==> src/rtl/rocc_dispatch_unit_pkg.sv <==
`default_nettype none
// ============================================================================
// Module      : rocc_dispatch_unit_pkg
// Description : Shared types and constants for the RoCC dispatch unit:
//               issue-stage operand bundle, write-back exception record,
//               buffered command entry and response-tracking tag entry.
// Revision    : 1.0 - initial release
// ============================================================================
package rocc_dispatch_unit_pkg;

    localparam int c_XLEN        = 64;
    localparam int TRANS_ID_BITS = 3;
    localparam int ROCC_XD_BIT   = 14;

    localparam logic [c_XLEN-1:0] ILLEGAL_INSTR = 64'd2;

    typedef struct packed {
        logic [c_XLEN-1:0]        operand_a;
        logic [c_XLEN-1:0]        operand_b;
        logic [TRANS_ID_BITS-1:0] trans_id;
    } fu_data_t;

    typedef struct packed {
        logic [c_XLEN-1:0] cause;
        logic [c_XLEN-1:0] tval;
        logic              valid;
    } exception_t;

    typedef struct packed {
        logic [31:0]              instr;
        logic [c_XLEN-1:0]        rs1;
        logic [c_XLEN-1:0]        rs2;
        logic [TRANS_ID_BITS-1:0] trans_id;
        logic                     xd;
    } rocc_cmd_t;

    typedef struct packed {
        logic [TRANS_ID_BITS-1:0] trans_id;
        logic [4:0]               rd;
        logic                     squash;
    } rocc_tag_t;

endpackage
`default_nettype wire

==> src/rtl/rocc_dispatch_unit_fifo.sv <==
`default_nettype none
// ============================================================================
// Module      : rocc_fifo
// Description : Small synchronous FIFO with type parameter, first-word
//               fall-through head and a synchronous flush.
// Ports       : clk_i, rst_ni (async active-low), flush_i (clears all
//               entries), push_i/data_i, pop_i/data_o, full_o, empty_o,
//               count_o (occupancy).
// Revision    : 1.0 - initial release
// ============================================================================
module rocc_fifo #(
    parameter int  DEPTH = 2,
    parameter type T     = logic
) (
    input  logic                   clk_i,
    input  logic                   rst_ni,
    input  logic                   flush_i,
    input  logic                   push_i,
    input  T                       data_i,
    input  logic                   pop_i,
    output T                       data_o,
    output logic                   full_o,
    output logic                   empty_o,
    output logic [$clog2(DEPTH):0] count_o
);

    localparam int c_AW = $clog2(DEPTH);
    localparam int c_IW = (c_AW > 0) ? c_AW : 1;

    // Pointers carry one extra wrap bit so full and empty are distinguishable.
    logic [c_AW:0] r_wr_ptr;
    logic [c_AW:0] r_rd_ptr;
    logic [c_IW-1:0] w_wr_idx;
    logic [c_IW-1:0] w_rd_idx;
    logic w_push;
    logic w_pop;
    T     r_mem [DEPTH];

    generate
        if (c_AW > 0) begin : g_idx_multi
            assign w_wr_idx = r_wr_ptr[c_AW-1:0];
            assign w_rd_idx = r_rd_ptr[c_AW-1:0];
        end else begin : g_idx_single
            assign w_wr_idx = 1'b0;
            assign w_rd_idx = 1'b0;
        end
    endgenerate

    assign count_o = r_wr_ptr - r_rd_ptr;
    assign full_o  = (count_o == (c_AW + 1)'(DEPTH));
    assign empty_o = (count_o == '0);
    assign data_o  = r_mem[w_rd_idx];

    assign w_push = push_i && !full_o && !flush_i;
    assign w_pop  = pop_i && !empty_o && !flush_i;

    always_ff @(posedge clk_i or negedge rst_ni) begin
        if (!rst_ni) begin
            r_wr_ptr <= '0;
            r_rd_ptr <= '0;
        end else if (flush_i) begin
            r_wr_ptr <= '0;
            r_rd_ptr <= '0;
        end else begin
            if (w_push) r_wr_ptr <= r_wr_ptr + 1'b1;
            if (w_pop)  r_rd_ptr <= r_rd_ptr + 1'b1;
        end
    end

    // Storage needs no reset: the pointers define which entries are valid.
    always_ff @(posedge clk_i) begin
        if (w_push) r_mem[w_wr_idx] <= data_i;
    end

endmodule
`default_nettype wire

==> src/rtl/rocc_dispatch_unit.sv <==
`default_nettype none
// ============================================================================
// Module      : rocc_dispatch_unit
// Description : Buffers RoCC commands from the issue stage, drives the
//               accelerator command channel, tracks responses owed by xd=1
//               instructions (in order) and returns results on a registered
//               write-back port. xd=0 instructions write back zero once the
//               accelerator accepts their command.
// Ports       : clk_i, rst_ni (async active-low), flush_i
//               rocc_valid_i/rocc_ready_o/rocc_instr_i/fu_data_i : issue side
//               cmd_valid_o/cmd_ready_i/cmd_instr_o/cmd_rs1_o/cmd_rs2_o
//               resp_valid_i/resp_ready_o/resp_rd_i/resp_data_i
//               wb_valid_o/wb_trans_id_o/wb_result_o/wb_exception_o
//               busy_o
// Options     : ROCC_RD_CHECK_EN - compare resp_rd_i against the recorded
//               destination register and raise ILLEGAL_INSTR on mismatch.
// Revision    : 1.0 - initial release
// ============================================================================
module rocc_dispatch_unit
    import rocc_dispatch_unit_pkg::*;
#(
    parameter int CMD_DEPTH       = 2,
    parameter int MAX_OUTSTANDING = 4,
    parameter int XLEN            = c_XLEN
) (
    input  logic                     clk_i,
    input  logic                     rst_ni,
    input  logic                     flush_i,
    input  logic                     rocc_valid_i,
    output logic                     rocc_ready_o,
    input  logic [31:0]              rocc_instr_i,
    input  fu_data_t                 fu_data_i,
    output logic                     cmd_valid_o,
    input  logic                     cmd_ready_i,
    output logic [31:0]              cmd_instr_o,
    output logic [XLEN-1:0]          cmd_rs1_o,
    output logic [XLEN-1:0]          cmd_rs2_o,
    input  logic                     resp_valid_i,
    output logic                     resp_ready_o,
    input  logic [4:0]               resp_rd_i,
    input  logic [XLEN-1:0]          resp_data_i,
    output logic                     wb_valid_o,
    output logic [TRANS_ID_BITS-1:0] wb_trans_id_o,
    output logic [XLEN-1:0]          wb_result_o,
    output exception_t               wb_exception_o,
    output logic                     busy_o
);

    localparam int c_CW = $clog2(CMD_DEPTH) + 1;
    localparam int c_TW = $clog2(MAX_OUTSTANDING) + 1;

    rocc_cmd_t        w_cmd_in;
    rocc_cmd_t        w_cmd_head;
    logic             w_cmd_full;
    logic             w_cmd_empty;
    logic [c_CW-1:0]  w_cmd_count;

    rocc_tag_t        w_tag_in;
    rocc_tag_t        w_tag_head;
    logic             w_tag_full;
    logic             w_tag_empty;
    logic [c_TW-1:0]  w_tag_count;

    logic [c_CW-1:0]  r_queued_xd;
    logic [c_TW-1:0]  r_squash_cnt;
    logic             r_resp_ready;

    logic             w_xd_in;
    logic             w_accept;
    logic             w_head_hold;
    logic             w_dispatch;
    logic             w_tag_push;
    logic             w_resp_hs;
    logic             w_resp_pop;
    logic             w_squash_head;
    logic             w_rd_mismatch;
    logic [31:0]      w_credits_used;

    logic                     r_wb_valid;
    logic [TRANS_ID_BITS-1:0] r_wb_trans_id;
    logic [XLEN-1:0]          r_wb_result;
    exception_t               r_wb_exception;
    logic                     w_wb_valid_d;
    logic [TRANS_ID_BITS-1:0] w_wb_trans_id_d;
    logic [XLEN-1:0]          w_wb_result_d;
    exception_t               w_wb_exception_d;

    logic w_unused_misc;

    // ------------------------------------------------------------------
    // Issue side
    // ------------------------------------------------------------------
    assign w_xd_in = rocc_instr_i[ROCC_XD_BIT];

    // Credits count both answered-pending commands and xd=1 commands still
    // queued, so a queued xd=1 command is always guaranteed a tag slot.
    assign w_credits_used = 32'(w_tag_count) + 32'(r_queued_xd);
    assign rocc_ready_o   = !w_cmd_full && (w_credits_used < 32'(MAX_OUTSTANDING));
    assign w_accept       = rocc_valid_i && rocc_ready_o && !flush_i;

    assign w_cmd_in.instr    = rocc_instr_i;
    assign w_cmd_in.rs1      = fu_data_i.operand_a;
    assign w_cmd_in.rs2      = fu_data_i.operand_b;
    assign w_cmd_in.trans_id = fu_data_i.trans_id;
    assign w_cmd_in.xd       = w_xd_in;

    rocc_fifo #(
        .DEPTH (CMD_DEPTH),
        .T     (rocc_cmd_t)
    ) u_cmd_fifo (
        .clk_i   (clk_i),
        .rst_ni  (rst_ni),
        .flush_i (flush_i),
        .push_i  (w_accept),
        .data_i  (w_cmd_in),
        .pop_i   (w_dispatch),
        .data_o  (w_cmd_head),
        .full_o  (w_cmd_full),
        .empty_o (w_cmd_empty),
        .count_o (w_cmd_count)
    );

    // ------------------------------------------------------------------
    // Accelerator command channel
    // ------------------------------------------------------------------
    // An xd=0 head would write back in the same cycle a response might,
    // so it waits out any cycle carrying a response.
    assign w_head_hold = !w_cmd_head.xd && resp_valid_i;
    assign cmd_valid_o = !w_cmd_empty && !w_head_hold && !flush_i;
    assign w_dispatch  = cmd_valid_o && cmd_ready_i;
    assign cmd_instr_o = w_cmd_head.instr;
    assign cmd_rs1_o   = w_cmd_head.rs1;
    assign cmd_rs2_o   = w_cmd_head.rs2;

    always_ff @(posedge clk_i or negedge rst_ni) begin
        if (!rst_ni) begin
            r_queued_xd <= '0;
        end else if (flush_i) begin
            r_queued_xd <= '0;
        end else begin
            r_queued_xd <= r_queued_xd
                         + c_CW'(w_accept && w_xd_in)
                         - c_CW'(w_dispatch && w_cmd_head.xd);
        end
    end

    // ------------------------------------------------------------------
    // Response tracking
    // ------------------------------------------------------------------
    assign w_tag_push        = w_dispatch && w_cmd_head.xd;
    assign w_tag_in.trans_id = w_cmd_head.trans_id;
    assign w_tag_in.rd       = w_cmd_head.instr[11:7];
    assign w_tag_in.squash   = 1'b0;

    rocc_fifo #(
        .DEPTH (MAX_OUTSTANDING),
        .T     (rocc_tag_t)
    ) u_tag_fifo (
        .clk_i   (clk_i),
        .rst_ni  (rst_ni),
        .flush_i (1'b0),
        .push_i  (w_tag_push),
        .data_i  (w_tag_in),
        .pop_i   (w_resp_pop),
        .data_o  (w_tag_head),
        .full_o  (w_tag_full),
        .empty_o (w_tag_empty),
        .count_o (w_tag_count)
    );

    always_ff @(posedge clk_i or negedge rst_ni) begin
        if (!rst_ni) r_resp_ready <= 1'b0;
        else         r_resp_ready <= 1'b1;
    end
    assign resp_ready_o = r_resp_ready;

    assign w_resp_hs  = resp_valid_i && r_resp_ready;
    assign w_resp_pop = w_resp_hs && !w_tag_empty;

    // Squashed entries always form a prefix of the tag queue (no tags are
    // pushed during a flush), so marking them is a count of how many head
    // entries remain squashed. A response in the flush cycle is squashed too.
    always_ff @(posedge clk_i or negedge rst_ni) begin
        if (!rst_ni) begin
            r_squash_cnt <= '0;
        end else if (flush_i) begin
            r_squash_cnt <= w_tag_count - c_TW'(w_resp_pop);
        end else if (w_resp_pop && (r_squash_cnt != '0)) begin
            r_squash_cnt <= r_squash_cnt - 1'b1;
        end
    end

    assign w_squash_head = w_tag_head.squash || (r_squash_cnt != '0) || flush_i;

`ifdef ROCC_RD_CHECK_EN
    assign w_rd_mismatch = (resp_rd_i != w_tag_head.rd);
    assign w_unused_misc = ^{w_cmd_count, w_tag_full};
`else
    assign w_rd_mismatch = 1'b0;
    assign w_unused_misc = ^{w_cmd_count, w_tag_full, resp_rd_i, w_tag_head.rd};
`endif

    // ------------------------------------------------------------------
    // Registered write-back
    // ------------------------------------------------------------------
    always_comb begin
        w_wb_valid_d     = 1'b0;
        w_wb_trans_id_d  = r_wb_trans_id;
        w_wb_result_d    = r_wb_result;
        w_wb_exception_d = '0;
        if (w_resp_pop && !w_squash_head) begin
            w_wb_valid_d    = 1'b1;
            w_wb_trans_id_d = w_tag_head.trans_id;
            if (w_rd_mismatch) begin
                w_wb_result_d          = '0;
                w_wb_exception_d.valid = 1'b1;
                w_wb_exception_d.cause = ILLEGAL_INSTR;
                w_wb_exception_d.tval  = '0;
            end else begin
                w_wb_result_d = resp_data_i;
            end
        end else if (w_dispatch && !w_cmd_head.xd) begin
            w_wb_valid_d    = 1'b1;
            w_wb_trans_id_d = w_cmd_head.trans_id;
            w_wb_result_d   = '0;
        end
    end

    always_ff @(posedge clk_i or negedge rst_ni) begin
        if (!rst_ni) begin
            r_wb_valid     <= 1'b0;
            r_wb_trans_id  <= '0;
            r_wb_result    <= '0;
            r_wb_exception <= '0;
        end else begin
            r_wb_valid     <= w_wb_valid_d;
            r_wb_trans_id  <= w_wb_trans_id_d;
            r_wb_result    <= w_wb_result_d;
            r_wb_exception <= w_wb_exception_d;
        end
    end

    assign wb_valid_o     = r_wb_valid;
    assign wb_trans_id_o  = r_wb_trans_id;
    assign wb_result_o    = r_wb_result;
    assign wb_exception_o = r_wb_exception;

    assign busy_o = !w_cmd_empty || (w_tag_count != '0);

`ifndef SYNTHESIS
    // A response with nothing outstanding is dropped; flag it in simulation.
    a_resp_has_tag : assert property (@(posedge clk_i) disable iff (!rst_ni)
        (resp_valid_i && resp_ready_o) |-> !w_tag_empty);
`endif

endmodule
`default_nettype wire

==> config.mk <==
export PLATFORM = sky130hd
export DESIGN_NAME = rocc_dispatch_unit
export DESIGN_NICKNAME = d
export VERILOG_FILES = /design/src/rtl/rocc_dispatch_unit_pkg.sv /design/src/rtl/rocc_dispatch_unit_fifo.sv /design/src/rtl/rocc_dispatch_unit.sv
export SDC_FILE = /design/constraint.sdc
export NUM_CORES = 1
export LEC_CHECK = 0
export CORE_MARGIN = 4
export CORE_UTILIZATION = 35
export CTS_CLUSTER_DIAMETER = 50
export CTS_CLUSTER_SIZE = 30
export DETAILED_ROUTE_END_ITERATION = 10
export SYNTH_ARGS = -nofsm -noshare
export SYNTH_HDL_FRONTEND = slang
export SYNTH_SLANG_ARGS = --single-unit
==> constraint.sdc <==
create_clock -name clk_i -period 12.7 [get_ports clk_i]
set_input_delay 3.81 -clock clk_i [delete_from_list [all_inputs] [get_ports clk_i]]
set_output_delay 3.81 -clock clk_i [all_outputs]
set_load 0.1 [all_outputs]
# Yosys cells after proc, flatten, opt, wreduce, memory -nomap -nowiden
# Memories as Yosys holds them, arrays and structs flattened.
# Cells that the tools add are included.
# op_classes
n_addsub,11
muxes,17
reduce_logical,39
n_eq_ne,2
order_cmp,1
# op_table
cell,n
64-bit two-way mux,2
1-bit logical AND,20
3-bit two-way mux,4
2-bit two-way mux,5
1-bit logical NOT,8
2-bit nonzero test,4
3-bit by 1-bit adder with 3-bit output (second input constant),2
1-bit two-way mux,6
3-bit nonzero test,2
2-bit by 1-bit adder with 2-bit output (second input constant),2
3-bit by 2-bit adder with 4-bit output,1
4-bit by 3-bit < comparator with 1-bit output (second input constant),1
3-bit == test (second input constant),1
3-bit logical NOT,1
3-bit by 1-bit subtractor with 3-bit output,1
3-bit by 1-bit subtractor with 3-bit output (second input constant),1
3-bit subtractor,1
2-bit by 1-bit adder with 2-bit output,1
2-bit == test (second input constant),1
2-bit logical NOT,1
1-bit logical OR,2
2-bit by 1-bit subtractor with 2-bit output,1
2-bit subtractor,1
1-bit logical OR (first input constant),1
# word_totals
wordCells,82
regBits,84
out_inout_bits,361
ramBits,360
memories,2
input_bits,238
# memory_table
memory,depth,word_bits,rd,rd_ports_with_merged_regs,write_ports,line_no,source
u_cmd_fifo.r_mem,2,164,1,0,1,rocc_dispatch_unit_fifo.sv:37,T r_mem [DEPTH];
u_tag_fifo.r_mem,4,8,1,0,1,rocc_dispatch_unit_fifo.sv:37,

# Logic depth before layout (Yosys ltp)
# Gate-level depths: netlist of the first run.
# An unclocked memory read counts as a cell.
# logic_depth
depth_word,11
mapped_depth,13
ltp_nobuf,13

# Hierarchy
# A second synthesis of the first run with hierarchy kept.
# unflattened
cells_unflattened,997
hier_area_um2,17873.4
# by_module_without_submodules
module,seq_area_each_um2,instances,cells_each,area_each_um2
rocc_fifo (u_cmd_fifo),9949.5,1,548,12119.1
rocc_dispatch_unit,1851.8,1,349,3936.3
rocc_fifo (u_tag_fifo),1231.2,1,100,1818.0

# Worst setup path before layout of the first run
# OpenSTA, ideal clock, no wires.
# synth_path
kind,input to register
start,in flush_i
end,"mem u_cmd_fifo.r_mem[0][100] in the netlist's numbering, enable pin"
t_required_ps,12011
setup_ps,689
t_arrival_ps,10895
path_stages,3
n_path_buf,0
path_slack_ps,1116
path_cell_list,inv_1 nand3_1 nor2_1
# synth_via
elab_chain_cells,6
# synth_lines
element,line_no,source
from (decl),rocc_dispatch_unit.sv:28,"input logic flush_i,"
1-bit logical NOT (*),"rocc_dispatch_unit_fifo.sv:54, rocc_dispatch_unit.sv:99",
1-bit logical AND,rocc_dispatch_unit.sv:99,assign w_accept = rocc_valid_i && rocc_ready_o && !flush_i;
1-bit logical AND,rocc_dispatch_unit_fifo.sv:54,assign w_push = push_i && !full_o && !flush_i;
1-bit logical AND (*),rocc_dispatch_unit_fifo.sv:54,
1-bit two-way mux (*),rocc_dispatch_unit_fifo.sv:72,if (w_push) r_mem[w_wr_idx] <= data_i;
1-bit two-way mux (implied by the code) (*),rocc_dispatch_unit_fifo.sv:72,
to (decl),rocc_dispatch_unit_fifo.sv:37,
# Every way passes the cells marked *; elsewhere a longest branch is shown, timed or not.

# Worst setup path in the final report of the first run
# layout_path
start,in flush_i
end,out cmd_valid_o
# layout_via
elab_chain_cells,2
# layout_lines
element,line_no,source
1-bit logical NOT,rocc_dispatch_unit.sv:129,assign cmd_valid_o = !w_cmd_empty && !w_head_hold && !flush_i;
1-bit logical AND,rocc_dispatch_unit.sv:129,
to (decl),rocc_dispatch_unit.sv:33,"output logic cmd_valid_o,"
# No other way between the ends.

==> Implementation_results.wiki, run 1 <==
{| class="wikitable"
! Metric !! Value
|-
| Worst min-delay path class || reg -> reg
|-
| Leading cell types by total area after synthesis || sky130_fd_sc_hd__edfxtp_1 (56%), sky130_fd_sc_hd__buf_4 (12%), sky130_fd_sc_hd__dfrtp_1 (12%)
|-
| Launching element type of the critical path || primary input
|-
| Clock-pin transition on the worst setup and hold timing paths || 0.06 ns
|-
| Max Fclk || 101 MHz
|-
| Dominant delay contributor by cell family on the critical path || buffers and inverters
|-
| Largest family of logic cells by synthesized area || buffers and inverters
|-
| Final GP Congestion || 0.761
|-
| Number of DRC violations after detailed routing || 0
|-
| Clock buffers created by TritonCTS || 48
|-
| IO buf count || 464
|-
| Proportion of synthesized chip area in sequential cells || 67.3%
|-
| HPWL Detailed || 29,000 um
|-
| Buf+Inv Stages, Crit Path || 2
|-
| Height of the chip || 236 um
|-
| Final number of max-transition violations || 0
|-
| Synthesized instance count || 1,216
|-
| Post-synthesis share of cell area spent on xor and xnor gates || 0.873%
|-
| Layout net count || 1,785
|-
| Startpoint of the worst-slack reg-to-reg timing path || u_tag_fifo.r_rd_ptr[0]
|-
| Final critical path time including I/O delays and setup || 9.87 ns
|-
| Destination of the critical timing path || cmd_valid_o
|-
| Die X-Extent || 236 um
|-
| Result of the run || complete, no violations
|-
| Adder-cell share of the synthesized area || 1.00%
|-
| Fraction of registers with async set or reset after synthesis || 19.9%
|-
| Final setup violating endpoints || 0
|-
| Die area || 55,700 um2
|-
| Number of DRC markers in iteration 0 || 452
|-
| Worst Setup SP || flush_i
|-
| Critical path's largest stage delay || 1.23 ns
|-
| Worst slew margin || 20.2%
|-
| Most frequent cell after synthesis || sky130_fd_sc_hd__edfxtp_1
|-
| Crit Path Category || in -> out
|-
| Most frequent cell on the critical path || sky130_fd_sc_hd__clkdlybuf4s50_1
|-
| Post-detailed-route via-to-cell ratio || 4.36
|-
| Required time worst endpoint || 8.89 ns
|-
| H-tree levels || 2
|-
| Number of cell rows || 83
|-
| Commonest register cell after synthesis || sky130_fd_sc_hd__edfxtp_1
|-
| Compound-cell area share of the yosys netlist || 2.81%
|-
| Antenna violation net count after detailed routing || 0
|-
| CTS tree || done
|-
| Destination of the worst register-to-register timing path || u_cmd_fifo.r_mem[1][98]
|-
| Via count of the first global-routing pass || 10.2k
|-
| Antenna violations before repair || 7
|-
| Post-synthesis instance area || 18,200 um2
|-
| Proportion of layout cells with a drive suffix above 1 || 17.1%
|-
| Logic depth of the worst register-to-register path || 9
|-
| Area delta synth->final || 29.6%
|-
| Initial core utilization || 35.4%
|-
| Overall Global Routing Usage || 14.5%
|-
| Count of max-cap constraint violations || 0
|-
| Number of unique standard cell types used by synthesis || 47
|-
| Cells along the critical path || clkdlybuf4s50_1 > a221oi_1 > clkdlybuf4s50_1
|-
| Number of diodes || 0
|-
| Area of the core region || 51,400 um2
|-
| Pin count of the biggest net entering global routing || 156
|-
| Number of enable-type register cells in the synthesized netlist || 338
|-
| Mux contribution to synthesized area || 10.7%
|-
| Unrepaired setup endpoints after global routing || false
|-
| Cell type with the largest total area after synthesis || sky130_fd_sc_hd__edfxtp_1
|-
| Buffers inserted during post-CTS setup optimization || 0
|-
| Register-to-register setup slack || 8.55 ns
|-
| GR Overflow Total || 0
|-
| Maximum clock skew at final layout || 0.0349 ns
|-
| Setup crit end kind || primary output
|-
| Worst slew pin tran || 1.19 ns
|-
| Clock sink count || 422
|-
| Cell at the root of the clock tree || sky130_fd_sc_hd__clkbuf_16
|-
| Synthesis-stage register bit count || 422
|-
| Average cell area after synthesis || 15.0 um2
|-
| Number of detailed-routing iterations run before antenna repair || 4
|-
| Commonest cells in the netlist || sky130_fd_sc_hd__edfxtp_1 (338), sky130_fd_sc_hd__buf_4 (289), sky130_fd_sc_hd__mux2_2 (163)
|-
| Total of hold buffers inserted after clock tree synthesis || 0
|-
| Simple-gate area share of the yosys netlist || 2.67%
|-
| Final-report hold violation count || 0
|-
| Post-route fraction of the period consumed by the critical path || 77.7%
|-
| Arrival @ worst endpoint || 6.06 ns
|-
| Number of warnings reported in the yosys synthesis log || 0
|-
| Sum Neg Setup Slack || 0 ns
|-
| Post-CTS sizing || 0
|-
| Routed via count || 9,813
|-
| Share of the synthesized area in the top cell type || 55.8%
|-
| Final-layout fill cell count || 4,539
|-
| Source-to-sink clock delay at the later pin of the worst-skew pair || 0.58 ns
|-
| Detailed Route WL || 42,400 um
|-
| Maximum clock path buffer count || 3
|-
| I/O pin cnt || 599
|-
| Count of cell instances traversed by the critical path || 3
|-
| Global-route wire length before repair || 62,600 um
|-
| Largest fanout on the critical path || 14
|-
| Slowest cell on the critical path || sky130_fd_sc_hd__clkdlybuf4s50_1
|-
| Routed len/inst || 18.8 um
|}
## placed cells by master, fill, tap and decap left out, drive strengths merged, types with 3 or more instances in the layout
| master | netlist | final |
|---|---|---|
| clkdlybuf4s50 | 0 | 461 |
| edfxtp | 338 | 338 |
| mux2 | 163 | 163 |
| conb | 2 | 130 |
| inv | 80 | 91 |
| dfrtp | 84 | 84 |
| o21ai | 69 | 69 |
| nand3 | 67 | 67 |
| clkbuf | 16 | 49 |
| clkinv | 0 | 18 |
| ha | 13 | 13 |
| buf | 315 | 9 |
| xnor2 | 8 | 8 |
| nand2 | 7 | 7 |
| clkinvlp | 0 | 7 |
| nor2b | 4 | 4 |
| xor2 | 4 | 4 |
| mux2i | 4 | 4 |
| and3 | 4 | 4 |
| bufinv | 0 | 4 |
| nor2 | 4 | 4 |
| a221oi | 3 | 3 |
| mux4 | 3 | 3 |
## state kept, by name (all words and copies together) (netlist names)
register             flops
wb_valid_o               1
u_cmd_fifo.r_wr_ptr      2
wb_result_o             64
u_cmd_fifo.r_mem       326
u_tag_fifo.r_rd_ptr      3
r_squash_cnt             3
u_tag_fifo.r_wr_ptr      3
u_cmd_fifo.r_rd_ptr      2
u_tag_fifo.r_mem        12
resp_ready_o             1
wb_trans_id_o            3
r_queued_xd              2
## stage by stage
stage                     hold WS, ns  std cells  setup WS, ns  cell area (um2)  util (%)
after floorplan                 0.469       1344          1.12            18700         -
after global placement          0.482       2163          2.84            21900      42.6
after detailed placement        0.492       2163          2.85            21900      42.6
after CTS                       0.504       2252          2.84            23600      45.9
after global routing            0.532       2252          2.73            23600      45.9
final                           0.500       2252          2.83            23600      45.9
## logic make-up (layout without fill, tap and decap cells)
| logic type | Yosys count | after routing |
|---|---|---|
| buffers and inverters | 411 | 639 |
| XOR/XNOR | 14 | 14 |
| other | 2 | 130 |
| AO/OA/AOI/OAI | 88 | 88 |
| AND/OR/NAND/NOR | 95 | 95 |
| multiplexers | 170 | 170 |
| flip-flops | 422 | 422 |
| adder cells (fa/ha/maj) | 14 | 14 |
## worst min-delay path by stage
stage	start	to	slack, ns	cells after the start
final	wb_result_o[2]	wb_result_o[2]	0.50	2
after floorplan	u_tag_fifo.r_rd_ptr[2]	u_tag_fifo.r_rd_ptr[2]	0.47	1
after detailed placement	wb_result_o[26]	wb_result_o[26]	0.49	2
after global routing	u_tag_fifo.r_rd_ptr[2]	u_tag_fifo.r_rd_ptr[2]	0.53	1
after global placement	wb_trans_id_o[0]	wb_trans_id_o[0]	0.48	1
after CTS	wb_result_o[26]	wb_result_o[26]	0.50	2
## routing by layer
metal	GRT usage (%)	wire length [um]	vias to the layer above
met1	16.0	15400	4768
met2	24.7	20900	416
met5	0	61	-
met4	4.59	1120	10
met3	7.12	4870	78
li1	-	-	4541
## cell type report
type | instances | area (um2) | share of cell area [%]
Sequential cell | 422 | 12300 | 52.0
Timing Repair Buffer | 470 | 4720 | 20.0
Clock buffer | 49 | 1200 | 5.11
Clock inverter | 40 | 457 | 1.94
Inverter | 80 | 300 | 1.27
Multi-Input combinational cell | 511 | 3800 | 16.1
Tap cell | 680 | 851 | 3.61
## tightest hold or removal path: stages, from the launching register on
cell and delay [ns]:
sky130_fd_sc_hd__dfrtp_1 0.33, sky130_fd_sc_hd__nand3_1 0.06, sky130_fd_sc_hd__o21ai_0 0.07
Power of run 1 is left out: the tool's default activity adds up to more than one toggle a clock period on the data nets, which glitch-free logic cannot reach.
==> run 2, diff against run 1 <==
==> constraint.sdc (replaced) <==
create_clock -name clk_i -period 9.3 [get_ports clk_i]
set_input_delay 2.79 -clock clk_i [delete_from_list [all_inputs] [get_ports clk_i]]
set_output_delay 2.79 -clock clk_i [all_outputs]
set_load 0.1 [all_outputs]
==> run 2 against run 1 <==
Global-route usage barely moved; die area did not move; final area rose by 1.3%; wire length fell by 0.28%; flip-flop and latch count did not move; register-to-register slack got worse by 3.6 ns.
==> Implementation_results.wiki, run 2 (synthesis gave the netlist of run 1 again) <==
{| class="wikitable"
! Metric !! Value
|-
| Final GP Congestion || 0.746
|-
| CTS tree || done
|-
| Max Fclk || 127 MHz
|-
| Setup crit end kind || primary output
|-
| Worst min-delay path class || reg -> reg
|-
| IO buf count || 464
|-
| Area of the core region || 51,400 um2
|-
| Clock-pin transition on the worst setup and hold timing paths || 0.06 ns
|-
| Total of hold buffers inserted after clock tree synthesis || 0
|-
| Largest fanout on the critical path || 14
|-
| Routed via count || 9,786
|-
| Detailed Route WL || 42,200 um
|-
| Height of the chip || 236 um
|-
| Buffers inserted during post-CTS setup optimization || 0
|-
| Launching element type of the critical path || primary input
|-
| Flip-flop and latch area || 12,300 um2
|-
| Global-route wire length before repair || 62,400 um
|-
| Cells along the critical path || clkdlybuf4s50_1 > a221oi_1 > clkdlybuf4s50_1
|-
| Overall Global Routing Usage || 14.5%
|-
| Final setup violating endpoints || 0
|-
| Clock sink count || 422
|-
| Crit Path Category || in -> out
|-
| Final critical path time including I/O delays and setup || 7.89 ns
|-
| Unrepaired setup endpoints after global routing || false
|-
| Most frequent cell on the critical path || sky130_fd_sc_hd__clkdlybuf4s50_1
|-
| Number of cell rows || 83
|-
| Initial core utilization || 35.4%
|-
| Maximum clock path buffer count || 3
|-
| Source-to-sink clock delay at the later pin of the worst-skew pair || 0.59 ns
|-
| Required time worst endpoint || 6.51 ns
|-
| Register-to-register setup slack || 4.97 ns
|-
| Cell at the root of the clock tree || sky130_fd_sc_hd__clkbuf_16
|-
| DP Worst Slack || 1.46 ns
|-
| Number of DRC violations after detailed routing || 0
|-
| Area of the multi-input gates || 3800 um2
|-
| Antenna violation net count after detailed routing || 0
|-
| Post-detailed-route via-to-cell ratio || 4.33
|-
| Number of placed cells counting well taps || 2,166
|-
| Reg with most FFs || u_cmd_fifo.r_mem
|-
| Post-route fraction of the period consumed by the critical path || 84.8%
|-
| Area delta synth->final || 31.2%
|-
| Buf+Inv Stages, Crit Path || 2
|-
| Number of flip-flops under the largest register name || 326
|-
| Die area || 55,700 um2
|-
| Antenna violations before repair || 4
|-
| GR Overflow Total || 0
|-
| Final number of max-transition violations || 0
|-
| Clock buffers created by TritonCTS || 49
|-
| Result of the run || complete, no violations
|-
| Worst slew pin tran || 1.17 ns
|-
| Slowest cell on the critical path || sky130_fd_sc_hd__clkdlybuf4s50_1
|-
| H-tree levels || 2
|-
| Most frequent cells in the layout || sky130_fd_sc_hd__clkdlybuf4s50_1 (461), sky130_fd_sc_hd__edfxtp_1 (338), sky130_fd_sc_hd__mux2_2 (163)
|-
| Final-report hold violation count || 0
|-
| Setup slack after layout || 1.41 ns
|-
| Pin count of the biggest net entering global routing || 119
|-
| Maximum clock skew at final layout || 0.0211 ns
|-
| Final std cells w/o fill || 2,259
|-
| Arrival @ worst endpoint || 5.10 ns
|-
| Number of DRC markers in iteration 0 || 429
|-
| Worst slew margin || 21.5%
|-
| Die X-Extent || 236 um
|-
| Proportion of layout cells with a drive suffix above 1 || 17.5%
|-
| Number of detailed-routing iterations run before antenna repair || 4
|-
| HPWL Detailed || 29,500 um
|-
| Layout net count || 1,789
|-
| Most common cell after layout, fill and taps aside || sky130_fd_sc_hd__clkdlybuf4s50_1
|-
| Via count of the first global-routing pass || 10.3k
|-
| Critical path's largest stage delay || 1.23 ns
|-
| Dominant delay contributor by cell family on the critical path || buffers and inverters
|-
| I/O pin cnt || 599
|-
| Post-CTS sizing || 0
|-
| Final-layout fill cell count || 4,549
|-
| Count of max-cap constraint violations || 0
|-
| Routed len/inst || 18.7 um
|}
run 2: cell count changes in the layout (fill, tap and decap cells not counted), moves of 3 or more:
cell	delta
sky130_fd_sc_hd__clkinv_4	-5
sky130_fd_sc_hd__clkinvlp_4	-6
sky130_fd_sc_hd__buf_4	+3
sky130_fd_sc_hd__bufinv_16	+7
run 2: final timing paths:
path / startpoint / to / cells after the start
max in group asynchronous: rst_ni / wb_result_o[6] / 2
hold / removal: wb_result_o[36] / wb_result_o[36] / 2
setup reg to reg: u_tag_fifo.r_rd_ptr[0] / u_cmd_fifo.r_mem[1][98] / 9
min in group asynchronous: rst_ni / wb_result_o[18] / 1
hold reg to reg: wb_result_o[36] / wb_result_o[36] / 2
setup / recovery: flush_i / cmd_valid_o / 3
run 2: metrics by stage:
stage,util [%],cell area (um2),setup TNS [ns],hold WS (ns)
2_1_floorplan,-,18700,-418.29,0.469
5_1_grt,46.5,23900,0,0.528
6_report,46.5,23900,0,0.500
3_5_place_dp,42.7,21900,0,0.490
4_1_cts,46.5,23900,0,0.506
3_3_place_gp,42.7,21900,0,0.479
run 2: cell type report:
| cell class | count | area share (%) |
|---|---|---|
| diodes | 1 | 0.0105 |
| clock buffers | 51 | 5.30 |
| clock inverters | 41 | 2.83 |
| inverters | 80 | 1.26 |
| multi-input cells | 511 | 15.9 |
| flip-flops and latches | 422 | 51.3 |
| well taps | 680 | 3.56 |
| repair buffers | 473 | 19.9 |
run 2: tightest hold or removal path, cell delays in order (launching register included):
cell and delay [ns]:
sky130_fd_sc_hd__dfrtp_1 0.34, sky130_fd_sc_hd__nand3_1 0.06, sky130_fd_sc_hd__o21ai_0 0.06
run 2: metal layers:
| layer | wire length [um] | share of wire, % | GRT usage [%] |
|---|---|---|---|
| met2 | 20700 | 49 | 24.8 |
| met1 | 15300 | 36 | 15.7 |
| met3 | 4780 | 11 | 7.21 |
| met5 | 61 | 0.14 | 0 |
| met4 | 1320 | 3.1 | 5.32 |
Power of run 2 is left out for the same reason.
==> run 3, diff against run 2 <==
--- a/config.mk
+++ b/config.mk
@@ -10,6 +10,7 @@
 export CTS_CLUSTER_DIAMETER = 50
 export CTS_CLUSTER_SIZE = 30
 export DETAILED_ROUTE_END_ITERATION = 10
+export PLACE_DENSITY = 0.66
 export SYNTH_ARGS = -nofsm -noshare
 export SYNTH_HDL_FRONTEND = slang
 export SYNTH_SLANG_ARGS = --single-unit
==> constraint.sdc (replaced) <==
create_clock -name clk_i -period 6.5 [get_ports clk_i]
set_input_delay 1.95 -clock clk_i [delete_from_list [all_inputs] [get_ports clk_i]]
set_output_delay 1.95 -clock clk_i [all_outputs]
set_load 0.1 [all_outputs]
==> run 3 against run 2 <==
Die area is the same; via count grew 1.8%; final area shrank 0.33%; critical path type is now reg -> out; critical endpoint is now busy_o.
==> Implementation_results.wiki, run 3 (synthesis gave the netlist of run 1 again) <==
{| class="wikitable"
! Metric !! Value
|-
| Required time worst endpoint || 4.55 ns
|-
| H-tree levels || 2
|-
| Reg with most FFs || u_cmd_fifo.r_mem
|-
| Slowest cell on the critical path || sky130_fd_sc_hd__clkdlybuf4s50_1
|-
| Clock buffers created by TritonCTS || 47
|-
| CTS tree || done
|-
| Clock sink count || 422
|-
| Worst slew margin || 21.7%
|-
| Fin util || 46.3%
|-
| Worst slew pin tran || 1.17 ns
|-
| Dominant delay contributor by cell family on the critical path || buffers and inverters
|-
| Max Fclk || 186 MHz
|-
| Result of the run || complete, no violations
|-
| Arrival @ worst endpoint || 3.43 ns
|-
| Final setup violating endpoints || 0
|-
| Buf+Inv Stages, Crit Path || 2
|-
| Maximum clock path buffer count || 3
|-
| Total non-filler cell area in the finished layout || 23,800 um2
|-
| Buffers inserted during post-CTS setup optimization || 0
|-
| Critical path's largest stage delay || 1.05 ns
|-
| Startpoint of the worst-slack reg-to-reg timing path || u_tag_fifo.r_rd_ptr[0]
|-
| Number of cell rows || 83
|-
| Via count of the first global-routing pass || 10.6k
|-
| Number of flip-flops under the largest register name || 326
|-
| Endpoint, Worst Hold || u_tag_fifo.r_rd_ptr[2]
|-
| Number of diodes || 0
|-
| I/O pin cnt || 599
|-
| Detailed-routing wirelength on met1 || 16,000 um
|-
| Worst min-delay path class || reg -> reg
|-
| Uppermost routed layer || met5
|-
| Post-CTS sizing || 0
|-
| Pin count of the biggest net entering global routing || 101
|-
| Launching element type of the critical path || register
|-
| Launch point of the worst hold path || u_tag_fifo.r_rd_ptr[2]
|-
| Number of DRC violations after detailed routing || 0
|-
| Most frequent cells in the layout || sky130_fd_sc_hd__clkdlybuf4s50_1 (456), sky130_fd_sc_hd__edfxtp_1 (338), sky130_fd_sc_hd__mux2_2 (163)
|-
| GR Overflow Total || 0
|-
| Antenna violation net count after detailed routing || 0
|-
| Destination of the worst register-to-register timing path || u_cmd_fifo.r_mem[1][133]
|-
| Number of detailed-routing iterations run before antenna repair || 4
|-
| Source-to-sink clock delay at the later pin of the worst-skew pair || 0.59 ns
|-
| Global-route wire length before repair || 66,700 um
|-
| Initial core utilization || 35.4%
|-
| Largest fanout on the critical path || 6
|-
| Routed length on met2 || 22,500 um
|-
| Setup crit end kind || primary output
|-
| Clock-pin transition on the worst setup and hold timing paths || 0.07 ns
|-
| Register-to-register setup slack || 2.62 ns
|-
| Layout net count || 1,797
|-
| Area of the multi-input gates || 3800 um2
|-
| Depth of the worst hold-timing path || 1
|-
| Most common cell after layout, fill and taps aside || sky130_fd_sc_hd__clkdlybuf4s50_1
|-
| Final-report hold violation count || 0
|-
| Cell area after placement || 22,100 um2
|-
| Area delta synth->final || 30.8%
|-
| Final number of max-transition violations || 0
|-
| Routed len/inst || 20.0 um
|-
| Count of max-cap constraint violations || 0
|-
| Final critical path time including I/O delays and setup || 5.38 ns
|-
| Height of the chip || 236 um
|-
| Maximum clock skew at final layout || 0.0329 ns
|-
| Total of hold buffers inserted after clock tree synthesis || 0
|-
| Final-layout fill cell count || 4,528
|-
| Die area || 55,700 um2
|-
| Antenna violations before repair || 9
|-
| Number of DRC markers in iteration 0 || 498
|-
| Final GP Congestion || 0.814
|-
| HPWL Detailed || 32,800 um
|-
| Unrepaired setup endpoints after global routing || false
|-
| Amount of wire on met3 after detailed routing || 5040 um
|-
| Detailed Route WL || 45,200 um
|-
| Post-route fraction of the period consumed by the critical path || 82.8%
|-
| IO buf count || 464
|-
| Crit Path Category || reg -> out
|-
| Area of the core region || 51,400 um2
|-
| Post-detailed-route via-to-cell ratio || 4.40
|-
| Cells along the critical path || ha_1 > inv_1 > fa_1 > nor2b_1 > nand4_1 > clkdlybuf4s50_1
|-
| Overall Global Routing Usage || 15.7%
|-
| Proportion of layout cells with a drive suffix above 1 || 18.1%
|-
| Cell at the root of the clock tree || sky130_fd_sc_hd__clkbuf_16
|-
| Routed via count || 9,967
|-
| Logic depth of the worst register-to-register path || 9
|-
| Flip-flop and latch area || 12,300 um2
|-
| Die X-Extent || 236 um
|}
==> run 3: cell types whose count changed in the layout (fill, tap and decap cells not counted), sizes merged <==
cell           delta
clkbuf            -3
diode             -1
clkdlybuf4s50     -5
buf              +15
clkinvlp          +1
inv              +11
bufinv            -9
clkinv            -4
==> run 3: worst register-to-register path, delay by kind of cell, from the launching register on <==
kind                       cells  cell delay, ns
adders and majority gates      3            1.00
DFF                            1            0.54
buffers and inverters          2            0.44
and+or+nand+nor                3            1.17
AOI/OAI and AO/OA              1            0.32
==> run 3: layout make-up <==
| class | instances | area share, % |
|---|---|---|
| multi-input cells | 511 | 15.9 |
| well taps | 680 | 3.57 |
| clock inverters | 40 | 2.31 |
| clock buffers | 48 | 5.04 |
| inverters | 80 | 1.26 |
| repair buffers | 483 | 20.4 |
| flip-flops and latches | 422 | 51.5 |
==> run 3: through the flow <==
| step | TNS, ns | hold WS [ns] | instances | setup slack (ns) |
|---|---|---|---|---|
| 2_1_floorplan | -445.83 | 0.469 | 1344 | -1.37 |
| 3_3_place_gp | 0 | 0.485 | 2176 | 1.17 |
| 3_5_place_dp | 0 | 0.491 | 2176 | 1.19 |
| 4_1_cts | 0 | 0.506 | 2264 | 1.06 |
| 5_1_grt | 0 | 0.530 | 2264 | 0.903 |
| 6_report | 0 | 0.502 | 2264 | 1.12 |
==> run 3: layer usage <==
metal  vias up  global-route usage [%]
li1       4566                       -
met1      4874                    16.6
met2       432                    27.3
met3        83                    7.20
met4        12                    5.78
met5         -                       0
==> run 3: worst max path at each step <==
stage                                start                       end  slack, ns  depth (start not counted)
finish              u_tag_fifo.r_rd_ptr[0]                    busy_o       1.12                          6
global placement                   flush_i               cmd_valid_o       1.17                          3
detailed placement                 flush_i               cmd_valid_o       1.19                          3
global route        u_tag_fifo.r_rd_ptr[0]                    busy_o       0.90                          6
floorplan           u_tag_fifo.r_rd_ptr[0]  u_cmd_fifo.r_mem[1][100]      -1.37                          8
CTS                 u_tag_fifo.r_rd_ptr[0]                    busy_o       1.06                          6
Power of run 3 is left out for the same reason.
